--- config.mk ---
export PLATFORM = sky130hd
export DESIGN_NAME = iter_divider
export DESIGN_NICKNAME = d
export VERILOG_FILES = /design/src/rtl/iter_divider_pkg.sv /design/src/rtl/iter_divider_div_step.sv /design/src/rtl/iter_divider.sv
export SDC_FILE = /design/constraint.sdc
export NUM_CORES = 1
export LEC_CHECK = 0
export BUFFER_PORTS_ARGS = -buffer_cell sky130_fd_sc_hd__buf_2
export CAP_MARGIN = 15
export CORE_MARGIN = 2
export CORE_UTILIZATION = 30
export DETAILED_ROUTE_END_ITERATION = 16
export SLEW_MARGIN = 25
export SYNTH_ARGS = -nofsm -noshare
export SYNTH_HDL_FRONTEND = slang
export SYNTH_HIERARCHICAL = 1
export SYNTH_SLANG_ARGS = --single-unit
--- constraint.sdc ---
create_clock -name clk -period 10.45 [get_ports clk]
set_clock_uncertainty 0.15 [all_clocks]
set_input_delay 1.045 -clock clk [delete_from_list [all_inputs] [get_ports clk]]
set_output_delay 1.045 -clock clk [all_outputs]
set_load 0.05 [all_outputs]
--- src/rtl/iter_divider_pkg.sv ---
// iter_divider_pkg: constants shared by the iterative divider.
//   - ALU op-select codes consumed from alu_control_unit (5 bits)
//   - FSM state encoding of the divider
//   - is_div_op(): true for the four divide/remainder selects
package iter_divider_pkg;

  localparam logic [4:0] ALU_ADD  = 5'd0;
  localparam logic [4:0] ALU_DIV  = 5'd16;
  localparam logic [4:0] ALU_DIVU = 5'd17;
  localparam logic [4:0] ALU_REM  = 5'd18;
  localparam logic [4:0] ALU_REMU = 5'd19;

  typedef enum logic [1:0] {
    DIV_IDLE   = 2'd0,
    DIV_DIVIDE = 2'd1,
    DIV_FINISH = 2'd2
  } div_state_e;

  function automatic logic is_div_op(input logic [4:0] sel);
    return (sel == ALU_DIV) || (sel == ALU_DIVU) ||
           (sel == ALU_REM) || (sel == ALU_REMU);
  endfunction

endpackage

--- src/rtl/iter_divider_div_step.sv ---
// div_step: one combinational radix-2 restoring division step.
// Ports:
//   rem_in  [XLEN]  partial remainder
//   q_in    [XLEN]  dividend/quotient shift register (MSB shifts into rem)
//   divisor [XLEN]  unsigned divisor magnitude
//   rem_out [XLEN]  updated partial remainder
//   q_out   [XLEN]  shifted quotient with the new bit in [0]
module div_step #(
  parameter int XLEN = 32
) (
  input  logic [XLEN-1:0] rem_in,
  input  logic [XLEN-1:0] q_in,
  input  logic [XLEN-1:0] divisor,
  output logic [XLEN-1:0] rem_out,
  output logic [XLEN-1:0] q_out
);

  // One extra bit so a remainder with its top bit set still compares correctly.
  logic [XLEN:0] shifted;
  logic          ge;

  always_comb begin
    shifted = {rem_in, q_in[XLEN-1]};
    ge      = shifted >= {1'b0, divisor};
    rem_out = ge ? XLEN'(shifted - {1'b0, divisor}) : shifted[XLEN-1:0];
    q_out   = {q_in[XLEN-2:0], ge};
  end

endmodule

--- src/rtl/iter_divider.sv ---
// iter_divider: multi-cycle signed/unsigned divide and remainder.
// Runs XLEN restoring steps, then presents a registered result with a
// one-cycle done pulse. busy is high whenever the FSM is not idle.
// Ports:
//   clk, rst        clock (rising edge), asynchronous active-high reset
//   start, ALUsel   request and op select (DIV/DIVU/REM/REMU accepted)
//   op_a, op_b      dividend, divisor
//   kill            abort back to idle, no done, result untouched
//   busy, done      status; result valid while done is high
//   result          quotient or remainder, held until the next op finishes
// Optional: define DIV_EARLY_OUT_EN to finish in one cycle when
// |op_b| > |op_a| (quotient 0, remainder |op_a|).
module iter_divider
  import iter_divider_pkg::*;
#(
  parameter int XLEN = 32
) (
  input  logic            clk,
  input  logic            rst,
  input  logic            start,
  input  logic [4:0]      ALUsel,
  input  logic [XLEN-1:0] op_a,
  input  logic [XLEN-1:0] op_b,
  input  logic            kill,
  output logic            busy,
  output logic            done,
  output logic [XLEN-1:0] result
);

  localparam int CW = $clog2(XLEN + 1);
  localparam logic [XLEN-1:0] MIN_INT = {1'b1, {(XLEN-1){1'b0}}};

  div_state_e      state_q;
  logic [CW-1:0]   cnt_q;
  logic [XLEN-1:0] q_q, rem_q, div_q, result_q;
  logic            is_rem_q, signed_q, sign_q_q, sign_r_q, done_q;

  // Accept-time decode
  logic            sgn_d, is_rem_d, sign_q_d, sign_r_d;
  logic [XLEN-1:0] mag_a_d, mag_b_d;
  logic            b_zero_d, ovf_d, early_d;

  // Step outputs
  logic [XLEN-1:0] step_rem, step_q;

  div_step #(.XLEN(XLEN)) u_step (
    .rem_in  (rem_q),
    .q_in    (q_q),
    .divisor (div_q),
    .rem_out (step_rem),
    .q_out   (step_q)
  );

  always_comb begin
    sgn_d    = (ALUsel == ALU_DIV) || (ALUsel == ALU_REM);
    is_rem_d = (ALUsel == ALU_REM) || (ALUsel == ALU_REMU);
    sign_q_d = op_a[XLEN-1] ^ op_b[XLEN-1];
    sign_r_d = op_a[XLEN-1];
    mag_a_d  = (sgn_d && op_a[XLEN-1]) ? -op_a : op_a;
    mag_b_d  = (sgn_d && op_b[XLEN-1]) ? -op_b : op_b;
    b_zero_d = (op_b == '0);
    ovf_d    = sgn_d && (op_a == MIN_INT) && (op_b == '1);
`ifdef DIV_EARLY_OUT_EN
    early_d  = !b_zero_d && (mag_b_d > mag_a_d);
`else
    early_d  = 1'b0;
`endif
  end

  // Apply op selection and sign fix-up to unsigned quotient/remainder.
  function automatic logic [XLEN-1:0] fix_res(
    input logic is_rem, input logic sgn, input logic sq, input logic sr,
    input logic [XLEN-1:0] q, input logic [XLEN-1:0] r);
    if (is_rem) return (sgn && sr) ? -r : r;
    return (sgn && sq) ? -q : q;
  endfunction

  // The result and done pulse are registered on the edge entering FINISH,
  // so both are visible for exactly the FINISH cycle.
  always_ff @(posedge clk or posedge rst) begin
    if (rst) begin
      state_q  <= DIV_IDLE;
      cnt_q    <= '0;
      q_q      <= '0;
      rem_q    <= '0;
      div_q    <= '0;
      result_q <= '0;
      is_rem_q <= 1'b0;
      signed_q <= 1'b0;
      sign_q_q <= 1'b0;
      sign_r_q <= 1'b0;
      done_q   <= 1'b0;
    end else begin
      done_q <= 1'b0;
      unique case (state_q)
        DIV_IDLE: begin
          if (start && !kill && is_div_op(ALUsel)) begin
            is_rem_q <= is_rem_d;
            signed_q <= sgn_d;
            sign_q_q <= sign_q_d;
            sign_r_q <= sign_r_d;
            div_q    <= mag_b_d;
            if (b_zero_d) begin
              result_q <= is_rem_d ? op_a : '1;
              done_q   <= 1'b1;
              state_q  <= DIV_FINISH;
            end else if (ovf_d) begin
              result_q <= is_rem_d ? '0 : MIN_INT;
              done_q   <= 1'b1;
              state_q  <= DIV_FINISH;
            end else if (early_d) begin
              result_q <= fix_res(is_rem_d, sgn_d, sign_q_d, sign_r_d, '0, mag_a_d);
              done_q   <= 1'b1;
              state_q  <= DIV_FINISH;
            end else begin
              q_q     <= mag_a_d;
              rem_q   <= '0;
              cnt_q   <= CW'(XLEN);
              state_q <= DIV_DIVIDE;
            end
          end
        end
        DIV_DIVIDE: begin
          if (kill) begin
            state_q <= DIV_IDLE;
          end else begin
            q_q   <= step_q;
            rem_q <= step_rem;
            cnt_q <= cnt_q - CW'(1);
            if (cnt_q == CW'(1)) begin
              result_q <= fix_res(is_rem_q, signed_q, sign_q_q, sign_r_q, step_q, step_rem);
              done_q   <= 1'b1;
              state_q  <= DIV_FINISH;
            end
          end
        end
        DIV_FINISH: state_q <= DIV_IDLE;
        default:    state_q <= DIV_IDLE;
      endcase
    end
  end

  assign busy   = (state_q != DIV_IDLE);
  assign done   = done_q;
  assign result = result_q;

endmodule

[Word level (Yosys, flattened, before mapping)]
Index checks and enable logic that the tools add are counted.
Word-level totals
  register bits after elaboration: 141
  input port bits: 73
  output and inout bits: 34
Cells by class
  add/sub/neg operators: 6
  order comparisons: 1
  equality and inequality tests: 15
  muxes and demuxes: 46
  bitwise gates (word level): 1
  reductions and logical operators: 22
Operators with widths (number)
  $mux 32: 22
  $pmux 32 s2: 3
  $neg 32->32: 4
  $eq 32x32->1 const B: 2
  $ge 33x32->1: 1
  $logic_not 32->1: 1
  $sub 32x32->32: 1
  $mux 6: 4
  $eq 5x5->1 const B: 4
  $pmux 6 s2: 1
  $mux 2: 5
  $ne 2x2->1 const B: 5
  $reduce_and 5->1: 2
  $mux 1: 9
  $logic_and 1x1->1: 8
  $eq 6x1->1 const B: 1
  $ne 3x3->1 const B: 2
  $sub 6x1->6 const B: 1
  $logic_or 1x1->1: 5
  $pmux 2 s2: 1
  $reduce_and 2->1: 2
  $reduce_bool 2->1: 2
  $eq 2x1->1 const B: 1
  $logic_not 2->1: 1
  other kinds (3): 3

[Longest topological paths before layout]
Gate-level depths: netlist (run 1).
  word-level depth: 9
  mapped depth: 23
  gate-level depth less buffers: 19

[By module]
Netlist (run 1), hierarchy kept.
Modules (own cells, without submodules)
  iter_divider: times used 1, cells an instance 1104, area an instance 9153.8 µm², sequential area each 3528.4 µm²
  div_step: times used 1, cells an instance 371, area an instance 2722.6 µm², sequential area each 0.0 µm²

[Worst setup path before layout (run 1)]
Ideal clock, no wire load.
  kind: reg2reg
  start point: register rem_q[9]
  end point: register result_q[21] (netlist: result[21])
  library setup time: 0.121 ns
  arrival time: 4.513 ns
  path slack: 5.666 ns
  stages on the path, launching flop included: 18
  cells stage by stage: dfrtp_1 -> ha_1 -> and3_1 -> nor2b_4 -> a22o_1 -> a211oi_2 -> a211oi_2 -> nor3_4 -> or2_1 -> buf_6 -> mux2_2 -> nor4_1 -> nand4_1 -> or2_2 -> o31ai_1 -> xor2_1 -> a221oi_1 -> a22o_1
Between the ends
  word-level cells in the longest chain between the ends: 9
  elaborated cells on any way between the ends: 12
  classes of those cells: add/sub: 3; order compare: 1; mux: 8
RTL lines
  start, declared: line iter_divider.sv:35  | logic [XLEN-1:0] q_q, rem_q, div_q, result_q;
  start signal, assigned: line iter_divider.sv:128  | rem_q <= step_rem;
  $ge 33x32->1: line iter_divider_div_step.sv:24  | ge = shifted >= {1'b0, divisor};
  $mux 32: line iter_divider_div_step.sv:25  | rem_out = ge ? XLEN'(shifted - {1'b0, divisor}) : shifted[XLEN-1:0];
  net step_rem[4]: line iter_divider.sv:44  | logic [XLEN-1:0] step_rem, step_q;
  $neg 32->32: line iter_divider.sv:74  | if (is_rem) return (sgn && sr) ? -r : r;
  $mux 32 (2 in series): line iter_divider.sv:74
  $mux 32: line iter_divider.sv:75  | return (sgn && sq) ? -q : q;
  $mux 32: line iter_divider.sv:130  | if (cnt_q == CW'(1)) begin
  $mux 32: line iter_divider.sv:124  | if (kill) begin
  $pmux 32 s2: line iter_divider.sv:95  | unique case (state_q)
  end signal, assigned: line iter_divider.sv:104  | result_q <= is_rem_d ? op_a : '1;
  end signal, assigned: line iter_divider.sv:108  | result_q <= is_rem_d ? '0 : MIN_INT;
  end signal, assigned: line iter_divider.sv:131  | result_q <= fix_res(is_rem_q, signed_q, sign_q_q, sign_r_q, step_q, step_rem);
  end, declared: line iter_divider.sv:35
The timed path passes the listed nets, and every way through them passes these cells. The select of a mux whose other input is x is not followed.
A chain may end at the register's enable or synchronous reset.

[Worst setup path in the final report (run 1)]
  start point: register rem_q[24]
  end point: register result_q[21] (netlist: result[21])
The elaborated chain is that of the path after synthesis.

==> results of run 1 <==
## synthesized netlist by cell type (15+ instances only)
| cell type | count | share of area |
|---|---|---|
| mux2_4 | 20 | 0.025 |
| o31ai_1 | 24 | 0.015 |
| dfrtp_1 | 141 | 0.30 |
| o41ai_1 | 16 | 0.012 |
| o211a_1 | 22 | 0.019 |
| xnor2_1 | 73 | 0.054 |
| or3_1 | 37 | 0.019 |
| inv_1 | 91 | 0.029 |
| nor2_1 | 100 | 0.032 |
| buf_4 | 35 | 0.022 |
| nand2b_1 | 15 | 0.0079 |
| nand3_1 | 51 | 0.021 |
| o21ai_0 | 150 | 0.063 |
| ha_1 | 39 | 0.041 |
| nor3_1 | 30 | 0.013 |
| a21oi_1 | 77 | 0.032 |
| xor2_1 | 67 | 0.049 |
| nor4_1 | 19 | 0.010 |
| a31oi_1 | 25 | 0.013 |
| o211ai_1 | 18 | 0.011 |
| nand2_1 | 153 | 0.048 |
| clkbuf_1 | 57 | 0.018 |
## critical path, stage by stage (launching register included)
cell,delay (ns)
dfrtp_1,0.40
ha_1,0.40
and3_1,0.25
nand4_1,0.15
nor2_1,0.07
a31oi_1,0.16
a21boi_0,0.80
or2_1,0.77
o21ai_0,0.45
nor4_1,0.86
nand4_1,0.39
or2_2,0.42
o31ai_1,0.30
xor2_1,0.19
a221oi_1,0.09
a22o_1,0.24
## power by group through the flow
stage	clock, mW	sequential, mW	combinational (mW)
2_1_floorplan	0	0.727	0.703
3_3_place_gp	0	0.750	0.846
3_5_place_dp	0	0.753	0.859
4_1_cts	0.654	0.744	0.864
5_1_grt	0.677	0.758	0.960
6_report	0.642	0.747	0.877
## cells by family after synthesis
kind of cell               synth area share
AOI/OAI and AO/OA                    0.2381
xor gates and xnor gates             0.1032
adders and majority gates           0.04277
buffers and inverters               0.07996
DFF                                  0.2971
muxes                               0.03561
and+or+nand+nor                      0.2032
## registers in the layout, indices dropped and copies added (netlist names)
signal,count
cnt_q,6
div_q,32
done,1
is_rem_q,1
q_q,32
rem_q,32
result,32
sign_q_q,1
sign_r_q,1
signed_q,1
state_q,2
## how the worst max path moves through the flow
stage	end	slack, ns	cells past startpoint
global route	result[28]	3.82	15
detailed placement	result[21]	4.45	15
finish	result[21]	4.25	15
CTS	result[21]	4.42	15
global placement	result[20]	4.64	15
floorplan	cnt_q[0]	5.47	1
## cell usage in the layout (no fill, tap or decap), drive strengths merged, types with 30 or more instances in the layout
cell type  instances
ha                39
nor3              32
or3               37
dfrtp            141
a21oi             77
xnor2             73
nand2            154
inv               97
buf              124
mux2              30
xor2              67
nand3             51
o21ai            162
nor2             102
## cell type report
type,instances,area (sq um),share of cell area
flip-flops and latches,141,3528,0.2669
inverters,92,350.3,0.02650
multi-input cells,1133,7417,0.5610
clock buffers,19,452.9,0.03426
well taps,518,648.1,0.04902
clock inverters,13,155.1,0.01173
repair buffers,124,669.4,0.05063
## through the flow
stage | instances | power, mW | worst slack, ns
4_1_cts | 2040 | 2.262 | 4.425
3_5_place_dp | 2008 | 1.612 | 4.455
5_1_grt | 2040 | 2.396 | 3.822
2_1_floorplan | 1475 | 1.430 | 5.474
3_3_place_gp | 2008 | 1.596 | 4.644
6_report | 2040 | 2.266 | 4.252
## routing by layer
metal | global-route usage | wire [um] | vias up
met5 | 0 | 0 | -
met4 | 0.07325 | 1302 | 0
met3 | 0.02600 | 2567 | 74
met2 | 0.3075 | 18100 | 414
met1 | 0.2551 | 17340 | 5443
li1 | - | - | 5321
==> results.toml, run 1 <==
[logic_synthesis]
yosysSeqAreaShare = 0.2971
syn_inst = 1475
yosys_warnings = 6
synth-seq-cells = 141
synth_edf_count = 0
avgSynthCellArea_sq_um = 8.052
ys_async_sr_fraction = 1.000
ys.flop_type = "dfrtp_1"
synth_area_sq_um = 11880
synth_cell_types = 84
syn-num-nets = 1588

[grt]
grt_pass1_wl_mm = 61.65
grt_remaining_overflow = 0
antenna_found_initial = 0
grt_max_degree = 74
grt_pass1_vias = 10870
grt_usage = 0.1894

[clock_network]
clock_tree.buffer_depth = 2
ctsResizeCount = 0
cts_setup_buffers = 0
clk_latency_ns = 0.44
hold_buffers = 0
cts-root-buf = "clkbuf_16"
clock_sinks = 141
cts_buffers = 17
cts-htree-levels = 4
clkTransAtPathRegs_ns = 0.07
cts_tree = "done"

[final_layout]
fillCellCount = 4056
final_core_util = 0.3405
antennaDiodeCount = 0
drive_above_1_share = 0.1439
fin_nets = 1622
final_area_sq_um = 13220
area_growth_pct = 11.33

[timing]
grt_setup_unrepaired = "no"
hold_viol_final = 0
fin_tns_setup_ns = 0
setup_violations = 0
slew_viol_final = 0
worstMarginPinSlew_ns = 1.152
min_period_ns = 6.198
hold_slack_ns = 0.3259
min_period_over_period = 0.5931
fmax_mhz = 161.4
slew_headroom = 0.2259

[power_and_ir_drop]
max-vdd-ir-drop_uv = 103.9
leakage_nw = 5.573
comb_power_share = 0.387
internal_power_mw = 1.349
seq_power_share = 0.330
switching_power_uw = 917.0
clkPwrFrac = 0.283
power.share.switching = 0.4047
p_per_area_nw_per_um2 = 171.4

[setup_path]
required_ns = 10.62
start_kind = "flop"
critPathLaunch = "rem_q[24]"
reg2reg_from = "rem_q[24]"
cp_max_fo = 18
ff2ff_path_depth = 15
r2r_end = "result[21]"
regToRegSetupSlack_ns = 4.25
arrival_ns = 6.37
critical_path_class = "flop to flop"
critPathCaptureType = "flop"

[floorplan]
fp-row-count = 72
io_pins = 107
initial_core_util = 0.3059
die_area_sq_um = 41190
die_w_um = 203.0
die_y_um = 203.0
core-area_sq_um = 38830

[min_path]
min-delay-start = "result[3]"
hold_end = "result[3]"
worstHoldPathType = "flop to flop"
holdPathStages = 2

[drt]
wire_per_inst_um = 19.27
wl_mm = 39.31
ant_nets = 0
vias = 11250
drcViolationCount = 0
drt_iter0_markers = 1120
drt-vias-per-instance = 5.516
first_pass_iters = 6

[placed_design]
postPlaceCellArea_sq_um = 12610
port_buffers = 106
dpl.hpwl_mm = 29.72
place_congestion = 0.9484

[outcome]
status = "finished, final reports clean"

[run]
max_cap_violations = 0
(Power assumes the default switching activity.)
==> inputs of run 2 (changes only) <==
ABC_AREA = 1   (was unset)
clock period = 6 ns   (was 10.45 ns; I/O delays follow)
==> run 2 against run 1 <==
Non-clock buffer count decreased by 4. Largest power group unchanged. Highest routed layer unchanged. Largest cell class unchanged. Clock power up 64%. Critical endpoint is now result[28]. Worst setup slack got worse by 2.6 ns. Critical path type unchanged.
==> results.toml, run 2 <==
[outcome]
status = "finished, final reports clean"

[final_layout]
layout_common_cells = "nand2_1 (852), inv_1 (297), nor2_1 (271), nand3_1 (260), o21ai_0 (149)"
fin_nets = 2559
area_growth_pct = 9.330
antennaDiodeCount = 0
drive_above_1_share = 0.08703
final_common_cell = "nand2_1"
fin_cells = 3066

[timing]
fmax_mhz = 231.2
min_period_ns = 4.324
fin_tns_setup_ns = 0
grt_setup_unrepaired = "no"
setup_violations = 0
slew_headroom = 0.3407
hold_viol_final = 0
worstMarginPinSlew_ns = 0.9853
slew_viol_final = 0
min_period_over_period = 0.7207
fin_ws_ns = 1.676

[logic_synthesis]
synth_area_sq_um = 14080
yosysTopAreaCell = "dfrtp_1"
synth_most_common_cell = "nand2_1"
synth-seq-cells = 141
synth_compound_area_frac = 0.09419
yosysSeqAreaShare = 0.2506
syn-num-nets = 2537
syn_inst = 2424
ys_top_cells_by_count = "nand2_1 (852), inv_1 (300), nor2_1 (272), nand3_1 (260), o21ai_0 (149)"
yosysTopAreaCellShare = 0.2506
synthMuxAreaShare = 0
avgSynthCellArea_sq_um = 5.809
synth_edf_count = 0
synth_top_family_by_area = "simple AND/OR/NAND/NOR gates"
yosys_warnings = 6
synth-xor-area-share = 0.02612
synthSimpleGateAreaFrac = 0.4608
synthAdderAreaFrac = 0.03608
ys.flop_type = "dfrtp_1"
synth_cell_types = 49
synthTopCellsByArea = "dfrtp_1 (25%), nand2_1 (23%), nand3_1 (9.2%)"
ys_async_sr_fraction = 1.000

[floorplan]
die_y_um = 220.7
io_pins = 107
die_area_sq_um = 48690
die_w_um = 220.7
core-area_sq_um = 46460
fp-row-count = 79
initial_core_util = 0.3031

[grt]
grt_pass1_wl_mm = 81.88
grt_remaining_overflow = 0
antenna_found_initial = 0
grt_usage = 0.2184
grt_max_degree = 87
grt_pass1_vias = 14280

[setup_path]
critical_path_class = "flop to flop"
regToRegSetupSlack_ns = 1.68
crit_slowest_cell = "ha_1"
critPathCaptureType = "flop"
arrival_ns = 4.51
ff2ff_path_depth = 24
path_cells = "ha_1 > nand2_2 > inv_1 > nand2_1 > nand2_1 > nand2_1 > nand3_2 > nand2_2 > nand2_2 > nand2_4 > nand2_8 > nand2_1 > o21ai_0 > inv_1 > ha_1 > nand3_1 > nor2_1 > nand2_1 > nand2_1 > nand4_1 > nand3_1 > nand3_1 > nand3_1 > nand2_1"
slowest_delay_ns = 0.40
reg2reg_from = "rem_q[2]"
cp_max_fo = 36
crit_path_frequent_cell = "nand2_1"
r2r_end = "result[28]"
required_ns = 6.19
start_kind = "flop"

[clock_network]
clock_sinks = 141
clock_tree.buffer_depth = 2
ctsResizeCount = 0
cts-htree-levels = 4
cts_buffers = 17
clk_latency_ns = 0.46
clkTransAtPathRegs_ns = 0.06
cts_tree = "done"
cts-root-buf = "clkbuf_16"
cts_setup_buffers = 0

[drt]
ant_nets = 0
drt_iter0_markers = 1353
wl_mm = 52.53
drt-vias-per-instance = 5.054
vias = 15500
first_pass_iters = 5
wire_per_inst_um = 17.13
drcViolationCount = 0

[run]
max_cap_violations = 0

[placed_design]
dp.cells = 3032
pre_cts_slack_ns = 1.697
place_congestion = 0.9570
port_buffers = 106
dpl.hpwl_mm = 40.92

[power_and_ir_drop]
leakage_nw = 8.100
p_per_area_nw_per_um2 = 578.3
finalPower_mw = 8.903
max-vdd-ir-drop_uv = 295.8

[min_path]
worstHoldPathType = "flop to flop"
holdPathStages = 2
hold_end = "result[23]"
min-delay-start = "result[23]"
run 2: changes by cell type in the layout (fill, tap and decap cells not counted), sizes merged, moves of 22 or more:
cell	before	now
nand2	154	860
nand3	51	278
inv	97	313
nor2	102	286
xnor2	73	5
or3	37	0
mux2	30	0
xor2	67	37
o31ai	24	1
o211a	22	0
run 2: through the flow:
step,area (sq um),util,hold WS [ns]
floorplan,14080,-,0.2988
global placement,14800,0.3186,0.3165
detailed placement,14800,0.3186,0.3167
CTS,15370,0.3308,0.3147
global route,15390,0.3314,0.3405
finish,15390,0.3314,0.3276
run 2: worst max path at each step:
stage | startpoint | endpoint | slack [ns] | cells past startpoint
3_3_place_gp | rem_q[27] | result[12] | 1.75 | 19
2_1_floorplan | rst | cnt_q[0] | 1.47 | 1
5_1_grt | rem_q[2] | result[25] | 1.28 | 24
3_5_place_dp | rem_q[2] | result[28] | 1.70 | 24
4_1_cts | rem_q[2] | result[24] | 1.68 | 24
6_report | rem_q[2] | result[28] | 1.68 | 24
run 2: cells by family after synthesis:
group / count (synthesis)
simple gates: 1519
flops: 141
compound gates: 251
xor+xnor: 42
fa+ha+maj: 40
buf+inv: 431
run 2: report_power, final:
group          internal, mW  switching, mW
logic                  1.76           4.40
registers              1.31          0.380
clock network         0.582          0.469
run 2: critical path, delay by kind of cell, from the launching register on:
kind                       cells  cell delay [ns]
and+or+nand+nor               19             2.78
AOI/OAI and AO/OA              1             0.13
buffers and inverters          2             0.16
DFF                            1             0.39
adders and majority gates      2             0.58
run 2: per-layer routing:
layer	vias to the layer above	GRT usage	part of all wire
met5	-	0	0
met4	0	0.09644	0.039
li1	7689	-	-
met3	93	0.03244	0.060
met2	570	0.3489	0.45
met1	7145	0.2917	0.45
run 2: cell type report:
class                           instances  area, sq um
Timing Repair Buffer                  120        670.6
Tap cell                              607        759.5
Inverter                              314         1185
Clock inverter                         13        115.1
Multi-Input combinational cell       1852         8693
Fill cell                            5164        31060
Sequential cell                       141         3528
Clock buffer                           19        442.9
run 2: timing repair:
item,CTS,global route
hold endpoints to repair,28,0
hold buffers,1,0
setup endpoints to repair,0,0
